## src/rtl/fft_digit_rev_reorder.sv

```systemverilog
// Ping-pong reorder buffer: radix-4 digit-reversed FFT output back to natural bin order.
// Optional REORDER_STATUS_EN adds the frame_err sop-mismatch status pulse.
module fft_digit_rev_reorder #(
   parameter int unsigned WORDLENGTH_IO = 16,
   parameter int unsigned LOG4_N        = 3
) (
   input  logic                       clk,
   input  logic                       rst,
   input  logic                       enable,
   input  logic                       sop_in,
   input  logic [2*WORDLENGTH_IO-1:0] data_in,
   output logic [2*WORDLENGTH_IO-1:0] data_out,
   output logic                       out_valid,
   output logic                       out_sop
`ifdef REORDER_STATUS_EN
   ,
   output logic                       frame_err
`endif
);

   localparam int unsigned SW    = 2 * WORDLENGTH_IO;
   localparam int unsigned IDX_W = 2 * LOG4_N;
   localparam int unsigned N     = 1 << IDX_W;

   // Reverse the order of the 2-bit radix-4 digits; bits inside a digit keep their order.
   function automatic logic [IDX_W-1:0] digitrev(input logic [IDX_W-1:0] k);
      logic [IDX_W-1:0] r;
      r = '0;
      for (int unsigned d = 0; d < LOG4_N; d++) begin
         r[2*d +: 2] = k[2*(LOG4_N-1-d) +: 2];
      end
      return r;
   endfunction

   logic [SW-1:0]    mem [2][N];
   logic [IDX_W-1:0] wr_idx;
   logic [IDX_W-1:0] rd_idx;
   logic             wr_bank;
   logic             rd_bank;
   logic             rd_active;

   logic [IDX_W-1:0] wr_addr_c;
   logic             last_c;

   // sop_in restarts the current bank at address 0, discarding any partial frame.
   always_comb begin
      wr_addr_c = wr_idx;
      if (sop_in) wr_addr_c = '0;
      last_c = (wr_addr_c == IDX_W'(N - 1));
   end

   // Bank storage carries no reset.
   always_ff @(posedge clk) begin
      if (enable && !rst) mem[wr_bank][wr_addr_c] <= data_in;
   end

   always_ff @(posedge clk) begin
      if (rst) begin
         data_out  <= '0;
         out_valid <= 1'b0;
         out_sop   <= 1'b0;
         wr_idx    <= '0;
         rd_idx    <= '0;
         wr_bank   <= 1'b0;
         rd_bank   <= 1'b0;
         rd_active <= 1'b0;
      end else if (enable) begin
         wr_idx <= wr_addr_c + IDX_W'(1);
         if (rd_active) begin
            data_out  <= mem[rd_bank][digitrev(rd_idx)];
            out_valid <= 1'b1;
            out_sop   <= (rd_idx == '0);
            rd_idx    <= rd_idx + IDX_W'(1);
            if (rd_idx == IDX_W'(N - 1)) rd_active <= 1'b0;
         end else begin
            out_valid <= 1'b0;
            out_sop   <= 1'b0;
         end
         // A completed bank hands over even on the last read cycle, so streaming has no bubble.
         if (last_c) begin
            wr_bank   <= ~wr_bank;
            rd_bank   <= wr_bank;
            rd_active <= 1'b1;
            rd_idx    <= '0;
         end
      end
   end

`ifdef REORDER_STATUS_EN
   logic wrapped;

   // Flags an early sop, or a missing sop on the first sample after a completed frame.
   always_ff @(posedge clk) begin
      if (rst) begin
         wrapped   <= 1'b0;
         frame_err <= 1'b0;
      end else if (enable) begin
         wrapped   <= last_c;
         frame_err <= (sop_in && (wr_idx != '0)) || (wrapped && !sop_in);
      end
   end
`endif

endmodule

```

## config.mk

```make
export PLATFORM = sky130hd
export DESIGN_NAME = fft_digit_rev_reorder
export DESIGN_NICKNAME = d
export VERILOG_FILES = /design/src/rtl/fft_digit_rev_reorder.sv
export SDC_FILE = /design/constraint.sdc
export NUM_CORES = 2
export LEC_CHECK = 0
export CORE_MARGIN = 4
export CORE_UTILIZATION = 35
export CTS_BUF_LIST = sky130_fd_sc_hd__clkbuf_8
export DETAILED_ROUTE_END_ITERATION = 8
export PLACE_DENSITY = 0.47
export SLEW_MARGIN = 20
export SYNTH_ARGS = -nofsm -noshare
export SYNTH_HDL_FRONTEND = slang
export SYNTH_SLANG_ARGS = --single-unit
```

## constraint.sdc

```tcl
create_clock -name clk -period 5.75 [get_ports clk]
set_input_delay 0.575 -clock clk [delete_from_list [all_inputs] [get_ports clk]]
set_output_delay 0.575 -clock clk [all_outputs]
set_load 0.05 [all_outputs]
```

==> metrics.md <==
| Metric | Value |
|---|---|
| Commonest non-fill, non-tap cell in the layout | `edfxtp_1` |
| Normalized max-slew margin | `0.154` |
| Final setup viols | `0` |
| First-pass GRT wire length | `slightly above 700,000 um` |
| Die X | `682 um` |
| I/O pin count | `70` |
| Post-synthesis cell type count | `73` |
| Mean Syn Cell Area | `between 20 and 25 um2` |
| # Post-CTS Setup Buffers | `0` |
| Starting density of the core | `0.351` |
| Final Cycle Share | `0.766` |
| CTS tree | `built` |
| GRT overflow | `0` |
| Setup WS post-layout | `between 1 and 1.5 ns` |
| Vias in the first global route | `slightly above 80,000` |
| Crit path cell chain | `buf_12 > buf_12 > buf_4 > mux4_2 > a211oi_1 > a21oi_1 > a21oi_1 > buf_4 > a2bb2oi_1` |
| Crit path DAT | `between 5 and 6 ns` |
| Crit. End Element | `register` |
| WS Path Type | `reg -> reg` |
| Hpwl dp | `318,000 um` |
| Post-synthesis xor/xnor area fraction | `0.000221` |
| Via count | `82,500` |
| Yosys reg bits | `a little over 4,000` |
| Post-synthesis sequential area ratio | `0.781` |
| Post-Synth Simple-Gate Area | `0.0159` |
| Slowest stage delay, CP | `~0.9 ns` |
| Warnings, synthesis | `0` |
| Worst Skew | `0.0849 ns` |
| Mux contribution to synthesized area | `0.149` |
| Total track usage | `0.222` |
| Compound-cell area share of the yosys netlist | `0.0368` |
| Site Rows | `between 200 and 250` |
| Top_reg_cell synth | `edfxtp_1` |
| Largest net degree at the start of global routing | `between 100 and 150` |
| Drt wl/cell | `~36 um` |
| Post-Synthesis Cells | `between 7,000 and 8,000` |
| RePlAce Congestion | `0.867` |
| Outcome | `finished, final reports clean` |
| Fin nets | `8,129` |
| Clock root buffer | `clkbuf_8` |
| Post-synthesis adder-cell area fraction | `0.000158` |
| Total core area | `~450,000 um2` |
| Latest clock arrival within the worst-skew pair | `approximately 1.3 ns` |
| RSZ-0062 raised after global routing | `false` |
| Ys async rst share | `0` |
| DP Worst Slack | `~1.4 ns` |
| Vias per std cell | `approximately 5.6` |
| Tmin final | `about 4.4 ns` |
| F_max | `227 MHz` |
| Power Total | `58,100 uW` |
| Clock sinks | `4,146` |
| Setup TNS | `0 ns` |
| Leak | `0.0549 uW` |
| CTS buffer count | `700` |
| PortBufs | `69` |
| Post-synth EDFFs | `approximately 4,000` |
| Total number of H-tree levels | `6` |
| Max Root-Sink Buffers | `4` |
| Endpoints failing hold | `0` |
| Largest family of logic cells by synthesized area | `multiplexers` |
| CP max stage cell | `dfxtp_4` |
| Most frequent cells in the layout | `edfxtp_1, mux4_2, clkbuf_8` |
| Worst Path Max Fanout | `43` |
| Initial antenna violation count | `~60` |
| Setup slack, reg-to-reg | `1.35 ns` |
| Die Y | `between 600 and 700 um` |
| Initial DRC Count | `9,530` |
| Layout cells sized above 1 | `0.269` |
| Type of origin of the critical path | `register` |
| Post-route DRC | `0` |
| Max Slew Vio Count | `0` |
| Hold Path Class | `in -> reg` |
| Full die area | `465,000 um2` |
| Max rail drop VDD | `between 0.2 and 0.25 mV` |
| Clock slew at reported path FFs | `0.06 ns` |
| Max-Cap Viols | `0` |
| Actual slew at the worst max-slew pin | `between 1 and 1.5 ns` |
| Post-Syn Nets | `7,332` |
| Power Dens Cells | `roughly 320 nW/um2` |
| Initial DRT Pass Iterations | `6` |
| Area grow syn2layout | `14.9%` |
| Mapped Area | `about 160,000 um2` |
| Total Wirelength | `about 530,000 um` |
| Required time worst endpoint | `between 6 and 7 ns` |
| Antenna violation net count after detailed routing | `0` |
layout make-up:
| class | instances | area, um2 |
|---|---|---|
| Inverter | 7 | 33.8 |
| Clock buffer | 707 | 9730 |
| Timing Repair Buffer | 534 | 5130 |
| Clock inverter | 526 | 2760 |
| Antenna cell | 33 | 82.6 |
| Sequential cell | 4146 | 124000 |
| Multi-Input combinational cell | 2702 | 33200 |
| Fill cell | 40200 | 270000 |
| Tap cell | 5976 | 7480 |
timing repair:
action                                  4_1_cts  5_1_grt
hold endpoints to repair                   1134        0
resized for setup                             0        0
endpoints found under the setup margin        0        0
hold buffers                                 32        0
registers in the layout, indices dropped and copies added, names as in the netlist, 6 cells and up, named ones only:
signal and cells:
rd_idx 6, wr_idx 6, data_out 32, mem 4096
layer usage:
layer,GRT usage,routed length [um],vias to the layer above
met4,0.0705,18100,2
met1,0.309,220000,45400
met2,0.357,250000,3593
met3,0.0393,37900,765
li1,-,-,32700
met5,0,13,-
per-stage QoR:
step / instance area, um2 / hold WS, ns / cells / utilization
floorplan: 159000 / 0.418 / 7294 / -
global placement: 169000 / 0.425 / 13300 / 0.374
detailed placement: 170000 / 0.440 / 13300 / 0.375
CTS: 182000 / 0.00274 / 14600 / 0.403
global route: 182000 / 0.0417 / 14600 / 0.403
finish: 182000 / 0.118 / 14600 / 0.403
path summary, 6_finish.rpt:
| path | end | from | cells after the start |
|---|---|---|---|
| min | mem[1][1236]$_DFFE_PP_ | data_in[20] | 1 |
| min reg2reg | rd_bank$_SDFFE_PP0P_ | rd_bank$_SDFFE_PP0P_ | 1 |
| max | data_out[15]$_SDFFE_PP0P_ | register | 9 |
| max reg2reg | data_out[15]$_SDFFE_PP0P_ | register | 9 |
cell families (layout without fill, tap and decap cells):
family,after synthesis,after routing
DFF,4146,4146
muxes,1322,1322
AOI/OAI and AO/OA,798,798
and+or+nand+nor,576,576
buffers and inverters,446,1774
xor gates and xnor gates,4,4
adders and majority gates,2,2
other,0,33
synthesized netlist by cell type, drive strengths merged (6+ instances only):
cell type | count | share of area
a2111oi | 14 | 0.00077
a211o | 6 | 0.00033
a211oi | 55 | 0.0026
a21oi | 130 | 0.0041
a221o | 17 | 0.0011
a221oi | 49 | 0.0027
a22o | 34 | 0.0019
a22oi | 150 | 0.0071
a311oi | 7 | 0.00039
a31oi | 17 | 0.00067
a32oi | 12 | 0.00066
and2 | 8 | 0.00032
buf | 263 | 0.012
clkbuf | 176 | 0.0042
dfxtp | 50 | 0.0063
edfxtp | 4096 | 0.77
inv | 6 | 0.00014
mux2 | 28 | 0.0020
mux2i | 460 | 0.029
mux4 | 834 | 0.12
nand2 | 152 | 0.0036
nand2b | 6 | 0.00024
nand3 | 55 | 0.0017
nand4 | 20 | 0.00079
nor2 | 250 | 0.0059
nor2b | 12 | 0.00047
nor3 | 30 | 0.00095
nor4 | 9 | 0.00035
o211ai | 17 | 0.00080
o21ai | 70 | 0.0022
o221ai | 134 | 0.0074
o22ai | 39 | 0.0015
or3 | 6 | 0.00024
or4 | 6 | 0.00028
where the power goes:
part / internal [uW] / total (uW) / leakage (uW) / switching, uW
Combinational: 82.8 / 804 / 0.0105 / 721
Sequential: 33200 / 33200 / 0.0372 / 5.86
Clock: 11900 / 24100 / 0.00718 / 12200
critical path, delay by kind of cell, from the launching register on:
family | cells | cell delay (ns)
flops | 1 | 0.88
buf+inv | 4 | 1.42
mux | 1 | 0.56
compound gates | 4 | 1.31
Note: power is estimated with default switching activity, not from simulation.
